[config.mk]
export PLATFORM = sky130hd
export DESIGN_NAME = buff_uart_scheduler_flat
export DESIGN_NICKNAME = d
export VERILOG_FILES = /design/src/rtl/buff_uart_scheduler_if.sv /design/src/rtl/buff_uart_scheduler.sv /design/src/flat_wrapper.sv
export SDC_FILE = /design/constraint.sdc
export NUM_CORES = 1
export LEC_CHECK = 0
export BUFFER_PORTS_ARGS = -buffer_cell sky130_fd_sc_hd__buf_2
export CAP_MARGIN = 10
export CORE_AREA = 2 2 78 80
export CTS_BUF_LIST = sky130_fd_sc_hd__clkbuf_2
export CTS_CLUSTER_DIAMETER = 80
export CTS_CLUSTER_SIZE = 30
export DETAILED_ROUTE_END_ITERATION = 12
export DIE_AREA = 0 0 80 82
export HOLD_SLACK_MARGIN = 0.06
export SYNTH_ARGS = -nofsm -noshare
export SYNTH_HDL_FRONTEND = slang
export SYNTH_SLANG_ARGS = --single-unit
[constraint.sdc]
create_clock -name clock -period 2.1 [get_ports clock]
set_input_delay 0 -clock clock [delete_from_list [all_inputs] [get_ports clock]]
set_output_delay 0 -clock clock [all_outputs]
set_load 0.02 [all_outputs]
[src/rtl/buff_uart_scheduler_if.sv]
// Requester-fabric and buffered-UART register-port signals shared by the scheduler.
// The slave modport is the scheduler's view. The master modport is the surrounding fabric and UART.
interface buff_uart_scheduler_if #(
    parameter int width         = 8,
    parameter int address_width = 4,
    parameter int num_req       = 4
);
    logic [num_req-1:0]       req;
    logic [num_req-1:0]       req_write;
    logic [num_req*width-1:0] req_wdata;
    logic [num_req-1:0]       ack;
    logic [width-1:0]         rdata;
    logic                     tx_full;
    logic                     rx_empty;
    logic [address_width-1:0] active_address;
    logic                     write_enable;
    logic                     read_enable;
    logic [width-1:0]         bus_wdata;
    logic [width-1:0]         bus_rdata;
    logic                     busy;

    modport master (
        output req, req_write, req_wdata, tx_full, rx_empty, bus_rdata,
        input  ack, rdata, active_address, write_enable, read_enable, bus_wdata, busy
    );

    modport slave (
        input  req, req_write, req_wdata, tx_full, rx_empty, bus_rdata,
        output ack, rdata, active_address, write_enable, read_enable, bus_wdata, busy
    );
endinterface

[src/rtl/buff_uart_scheduler.sv]
// Round-robin scheduler that serialises single-word requester transactions onto one
// buffered-UART register port, skipping requests that the FIFO status says would stall.
module buff_uart_scheduler #(
    parameter int                       width         = 8,
    parameter int                       address_width = 4,
    parameter int                       num_req       = 4,
    parameter logic [address_width-1:0] write_address = 'h1,
    parameter logic [address_width-1:0] read_address  = 'h2,
    parameter logic [address_width-1:0] idle_address  = 'hF,
    parameter int                       read_latency  = 1
) (
    input  logic                 clock,
    input  logic                 resetn,
    buff_uart_scheduler_if.slave bus
);
    localparam int iw = $clog2(num_req);

    typedef enum logic [1:0] {IDLE, ISSUE, CAPTURE, DONE} state_t;

    state_t                   state, state_d;
    logic [iw-1:0]            rr_ptr, winner, pick, idx;
    logic                     op_write, found, issue_d;
    logic [2:0]               lat_cnt;
    logic                     lat_last;
    logic [num_req-1:0]       elig;
    logic [width-1:0]         wdata_arr [num_req];

    logic [num_req-1:0]       ack_q, ack_d;
    logic [width-1:0]         rdata_q, rdata_d, wdata_q, wdata_d;
    logic [address_width-1:0] addr_q, addr_d;
    logic                     we_q, we_d, re_q, re_d, busy_q, busy_d;

    for (genvar i = 0; i < num_req; i++) begin : g_req
        assign wdata_arr[i] = bus.req_wdata[i*width +: width];
        assign elig[i]      = bus.req[i] && (bus.req_write[i] ? !bus.tx_full : !bus.rx_empty);
    end

    // First eligible requester at or after rr_ptr; ineligible ones are simply skipped.
    always_comb begin
        found = 1'b0;
        pick  = '0;
        idx   = '0;
        for (int k = 0; k < num_req; k++) begin
            idx = iw'((int'(rr_ptr) + k) % num_req);
            if (!found && elig[idx]) begin
                found = 1'b1;
                pick  = idx;
            end
        end
    end

    assign lat_last = (lat_cnt == 3'(read_latency - 1));

    always_ff @(posedge clock) begin
        if (!resetn) begin
            state    <= IDLE;
            rr_ptr   <= '0;
            winner   <= '0;
            op_write <= 1'b0;
            lat_cnt  <= '0;
        end else begin
            state   <= state_d;
            lat_cnt <= (state == CAPTURE) ? lat_cnt + 3'd1 : 3'd0;
            if (issue_d) begin
                winner   <= pick;
                op_write <= bus.req_write[pick];
            end
            if (state == DONE)
                rr_ptr <= (winner == iw'(num_req - 1)) ? '0 : winner + 1'b1;
        end
    end

    always_comb begin
        state_d = state;
        case (state)
            IDLE:    if (found) state_d = ISSUE;
            ISSUE:   state_d = op_write ? DONE : CAPTURE;
            CAPTURE: if (lat_last) state_d = DONE;
            DONE:    state_d = IDLE;
            default: state_d = IDLE;
        endcase
    end

    // Next values of the registered outputs, decoded from the upcoming state.
    always_comb begin
        issue_d = (state == IDLE) && found;
        we_d    = issue_d && bus.req_write[pick];
        re_d    = issue_d && !bus.req_write[pick];
        addr_d  = idle_address;
        if (we_d)      addr_d = write_address;
        else if (re_d) addr_d = read_address;
        wdata_d = we_d ? wdata_arr[pick] : '0;
        ack_d   = '0;
        if (state_d == DONE) ack_d[winner] = 1'b1;
        rdata_d = (state == CAPTURE && lat_last) ? bus.bus_rdata : '0;
        busy_d  = (state_d != IDLE);
    end

    always_ff @(posedge clock) begin
        if (!resetn) begin
            ack_q   <= '0;
            rdata_q <= '0;
            wdata_q <= '0;
            addr_q  <= idle_address;
            we_q    <= 1'b0;
            re_q    <= 1'b0;
            busy_q  <= 1'b0;
        end else begin
            ack_q   <= ack_d;
            rdata_q <= rdata_d;
            wdata_q <= wdata_d;
            addr_q  <= addr_d;
            we_q    <= we_d;
            re_q    <= re_d;
            busy_q  <= busy_d;
        end
    end

    assign bus.ack            = ack_q;
    assign bus.rdata          = rdata_q;
    assign bus.bus_wdata      = wdata_q;
    assign bus.active_address = addr_q;
    assign bus.write_enable   = we_q;
    assign bus.read_enable    = re_q;
    assign bus.busy           = busy_q;
endmodule

[src/flat_wrapper.sv]
// flat-port wrapper written by rule: the top's interface ports become plain ports
module buff_uart_scheduler_flat 
#(
    parameter int                       width         = 8,
    parameter int                       address_width = 4,
    parameter int                       num_req       = 4,
    parameter logic [address_width-1:0] write_address = 'h1,
    parameter logic [address_width-1:0] read_address  = 'h2,
    parameter logic [address_width-1:0] idle_address  = 'hF,
    parameter int                       read_latency  = 1
)
  (clock, resetn, bus_req, bus_req_write, bus_req_wdata, bus_tx_full, bus_rx_empty, bus_bus_rdata, bus_ack, bus_rdata, bus_active_address, bus_write_enable, bus_read_enable, bus_bus_wdata, bus_busy);
  buff_uart_scheduler_if #(.width(width), .address_width(address_width), .num_req(num_req)) bus_i ();
  input  logic clock;
  input  logic resetn;
  input wire logic [$bits(bus_i.req)-1:0] bus_req;
  input wire logic [$bits(bus_i.req_write)-1:0] bus_req_write;
  input wire logic [$bits(bus_i.req_wdata)-1:0] bus_req_wdata;
  input wire logic [$bits(bus_i.tx_full)-1:0] bus_tx_full;
  input wire logic [$bits(bus_i.rx_empty)-1:0] bus_rx_empty;
  input wire logic [$bits(bus_i.bus_rdata)-1:0] bus_bus_rdata;
  output wire logic [$bits(bus_i.ack)-1:0] bus_ack;
  output wire logic [$bits(bus_i.rdata)-1:0] bus_rdata;
  output wire logic [$bits(bus_i.active_address)-1:0] bus_active_address;
  output wire logic [$bits(bus_i.write_enable)-1:0] bus_write_enable;
  output wire logic [$bits(bus_i.read_enable)-1:0] bus_read_enable;
  output wire logic [$bits(bus_i.bus_wdata)-1:0] bus_bus_wdata;
  output wire logic [$bits(bus_i.busy)-1:0] bus_busy;
  assign bus_i.req = bus_req;
  assign bus_i.req_write = bus_req_write;
  assign bus_i.req_wdata = bus_req_wdata;
  assign bus_i.tx_full = bus_tx_full;
  assign bus_i.rx_empty = bus_rx_empty;
  assign bus_i.bus_rdata = bus_bus_rdata;
  assign bus_ack = bus_i.ack;
  assign bus_rdata = bus_i.rdata;
  assign bus_active_address = bus_i.active_address;
  assign bus_write_enable = bus_i.write_enable;
  assign bus_read_enable = bus_i.read_enable;
  assign bus_bus_wdata = bus_i.bus_wdata;
  assign bus_busy = bus_i.busy;
  buff_uart_scheduler #(.width(width), .address_width(address_width), .num_req(num_req), .write_address(write_address), .read_address(read_address), .idle_address(idle_address), .read_latency(read_latency)) u_core (.clock(clock), .resetn(resetn), .bus(bus_i));
endmodule
==> Implementation_results.wiki <==
{| class="wikitable"
! Metric !! Value
|-
| CTS tree || yes
|-
| Normalized max-slew margin || 0.629
|-
| Reg2reg end || u_core.bus.bus_wdata[2]$_SDFF_PN0_
|-
| Maximum fanout encountered on the critical timing path || 6
|-
| Std-Cell Core Area || 0.00575 mm^2
|-
| Highest clock rate || 511 MHz
|-
| Mux cell area share after synthesis || 0.155
|-
| Yosys warning count || 0
|-
| DIE WIDTH || 80 um
|-
| Sum of negative setup slack || 0 ns
|-
| Layout cells sized above 1 || 0.358
|-
| Endpoint type of the worst setup path || flip-flop
|-
| Arr. time, crit path || 2.28 ns
|-
| Pre-antenna DRT Iters || 4
|-
| Number of global-route vias before repair || 1616
|-
| Sum of buffers and inverters on the critical path || 1
|-
| Worst setup path startpoint || u_core.rr_ptr[1]$_SDFFE_PN0N_
|-
| Max Buffers Root-to-Sink || 2
|-
| Number of instances in the synthesized netlist || 169
|-
| Wire length of the first global-routing pass || 7.29 mm
|-
| Skew-Pair Late Insertion Delay || 0.37 ns
|-
| CP max-delay cell || dfxtp_1
|-
| Final Non-Filler Cells || 371
|-
| Wirelength, routed || 4.78 mm
|-
| Required time reported for the critical path endpoint || 2.42 ns
|-
| End point of the critical path || u_core.bus.bus_wdata[2]$_SDFF_PN0_
|-
| Category of cells accounting for the largest share of critical-path delay || compound AO/OA/AOI/OAI gates
|-
| Antenna diode count || 0
|-
| Vias per cell || roughly 4.5
|-
| RSZ-0062 raised after global routing || no
|-
| Largest net degree at the start of global routing || 19
|-
| Worst Setup Path Type || reg -> reg
|-
| Startpoint of the lowest-slack register-to-register path || u_core.rr_ptr[1]$_SDFFE_PN0N_
|-
| Worst reg2reg path depth || 7
|-
| TritonCTS buffer count || 5
|-
| Top Layer Used || met4
|-
| Final min period || 1.96 ns
|-
| Total congestion overflow || 0
|-
| Remaining number of nets flagged by the antenna check after routing || 0
|-
| Routed wl met2 || around 2.4 mm
|-
| H-tree depth reported by CTS || 2
|-
| Adder-cell area share of the yosys netlist || 0.0798
|-
| Final worst clock skew || 0.0161 ns
|-
| Pin slew with the least headroom to its limit || roughly 0.55 ns
|-
| Run status || completed
|-
| Register clock-pin slew on the reported worst setup and hold paths || 0.18 ns
|-
| FFs w/ async S/R, synth || 0
|-
| Top library cells by usage in the layout, fill and taps aside || buf_2 (78), dlygate4sd3_1 (41), dfxtp_1 (36), mux2i_1 (14)
|-
| Number of clock sinks || 36
|-
| Area share of xor/xnor cells in the synthesized design || 0.00508
|-
| Vert. Die Dim || between 80 and 90 um
|-
| Setup violation total in the final timing report || 0
|-
| Class of the worst hold path || in -> reg
|-
| Routability congestion estimate from global placement || ~0.84
|-
| Max_cap viols || 0
|-
| Critical-path cell list || or3b_1, o2bb2ai_2, a211oi_4, mux2i_1, a211oi_2, buf_4, o211a_1
|-
| Cell area after technology mapping || 0.00172 mm^2
|-
| Detailed route wirelength on metal3 || between 200 and 300 um
|-
| # DRC || 0
|-
| Synthesized-area fraction occupied by ao, oa, aoi and oai cells || 0.156
|-
| Met1 layer wirelength in the final routing || 1.98 mm
|-
| Antenna violations before repair || 0
|-
| Placed cells || 322
|-
| Final worst hold slack || 0.114 ns
|-
| VDD IR max || 0.000264 V
|-
| Buffer type at the clock tree root || clkbuf_2
|-
| GRT Overall Usage || 0.144
|-
| Setup crit start kind || flip-flop
|-
| Layout-stage area growth over the synthesis result || 55.1%
|-
| Simple-gate share of the synthesized area || 0.147
|-
| Number of I/O pins || 79
|-
| Count of flip-flops with a built-in enable after synthesis || 0
|-
| Site Rows || 28
|-
| Unique cell type count in the Yosys netlist || 36
|-
| Number of slew-limit violations in the final report || 0
|-
| Post-DR wirelength/cell || about 13 um
|-
| Quantity of I/O buffers inserted on ports || 78
|-
| Fraction of the yosys area taken by sequential cells || 0.418
|-
| Total die area || 0.00656 mm^2
|-
| HPWL after detailed placement || approximately 3.1 mm
|-
| Total via count after detailed routing || 1678
|-
| Post-synth net total || 232
|-
| Iteration-0 DRC count of the detailed router || 40
|-
| Leakage Power || between 1 and 1.5 nW
|-
| Largest family of logic cells by synthesized area || compound AO/OA/AOI/OAI gates
|-
| Internal reg-to-reg setup slack || between 0.1 and 0.15 ns
|-
| FF+latch count, synth || 36
|-
| Syn Area/Cell || 10.2 um^2
|-
| Most common cell after layout, fill and taps aside || buf_2
|-
| Top flip-flop cell by instance count after synthesis || dfxtp_1
|-
| Number of hold violations in the final report || 0
|-
| Number of buffers added for setup after CTS || 0
|-
| Power per standard cell area || just under 700 mW/mm^2
|-
| Number of logic stages on the critical path including buffering || 7
|-
| Final clock period utilization by the worst path || 0.932
|-
| Fin nets || 358
|-
| Maximum single-stage delay on the critical path || 0.40 ns
|-
| Effective utilization at floorplan || 0.300
|}
## state kept, by name (all words and copies together) (netlist names)
| register | count |
|---|---|
| u_core.bus.bus_wdata | 8 |
| u_core.bus.rdata | 8 |
| u_core.bus.ack | 4 |
| u_core.bus.active_address | 3 |
| u_core.lat_cnt | 3 |
| u_core.rr_ptr | 2 |
| u_core.state | 2 |
| u_core.winner | 2 |
| u_core.bus.busy | 1 |
| u_core.bus.read_enable | 1 |
| u_core.bus.write_enable | 1 |
| u_core.op_write | 1 |
## how the worst min path moves through the flow
stage / from / cells after the start / slack (ns) / end
floorplan: bus_bus_rdata[0] / 1 / 0.12 / u_core.bus.rdata[0]$_SDFF_PN0_
global placement: bus_bus_rdata[5] / 2 / 0.20 / u_core.bus.rdata[5]$_SDFF_PN0_
detailed placement: bus_bus_rdata[1] / 2 / 0.20 / u_core.bus.rdata[1]$_SDFF_PN0_
CTS: bus_req_write[0] / 4 / 0.09 / u_core.bus.read_enable$_SDFF_PN0_
global route: bus_req_write[0] / 4 / 0.12 / u_core.bus.read_enable$_SDFF_PN0_
finish: bus_req_write[0] / 4 / 0.11 / u_core.bus.read_enable$_SDFF_PN0_
## tightest hold or removal path: stages
cell and delay (ns):
buf_2 0.13, a221oi_1 0.11, a21oi_1 0.17, nor2_1 0.06
## synthesized netlist by cell type, drive strengths merged, types with 3 or more instances
cell type	n	area, um^2
dfxtp	36	721
or2	3	18.8
a22oi	3	22.5
inv	11	41.3
nor2b	3	18.8
a211oi	4	47.5
nand2	11	41.3
o211a	8	80.1
a21oi	6	30.0
nor2	10	37.5
and2	10	62.6
buf	3	20.0
mux2	10	113
and3	5	31.3
nand2b	4	25.0
mux2i	15	154
ha	11	138
## stage by stage
stage          utilization  cell area, um^2  total power [mW]  setup WS (ns)
2_1_floorplan            -             1720              1.26          0.185
3_3_place_gp         0.386             2220              1.47          0.139
3_5_place_dp         0.386             2220              1.48          0.117
4_1_cts              0.464             2670              1.86         0.0589
5_1_grt              0.465             2670              1.98        0.00360
6_report             0.465             2670              1.84          0.142
## cell type report
type,instances,area [um^2]
timing repair buffer,124,838
tap,75,93.8
sequential,36,721
multi-input combinational,117,941
fill,570,3070
inverter,11,41.3
clock inverter,1,3.75
clock buffer,7,35.0
## kinds of logic (layout without fill, tap and decap cells)
logic type                 after synthesis  in the layout
muxes                                   25             25
and+or+nand+nor                         48             48
adders and majority gates               11             11
DFF                                     36             36
xor gates and xnor gates                 1              1
AOI/OAI and AO/OA                       32             32
buffers and inverters                   16            143
## repair_timing
action | 4_1_cts | 5_1_grt
hold endpoints to repair | 26 | 0
gates resized for setup | 0 | 1
hold buffers | 41 | 0
setup endpoints to repair | 0 | 8
## routing by layer
layer	GRT usage	vias up
met5	0	-
met4	0.0695	0
met3	0.0396	16
met2	0.249	60
met1	0.164	757
li1	-	845
## report_power, final
group          switching [mW]  internal, mW  total (mW)
registers              0.0474         0.781       0.829
logic                   0.370         0.327       0.697
clock network           0.223        0.0893       0.312
total                   0.640          1.20        1.84
No activity file was read; power rests on OpenSTA's default activity.
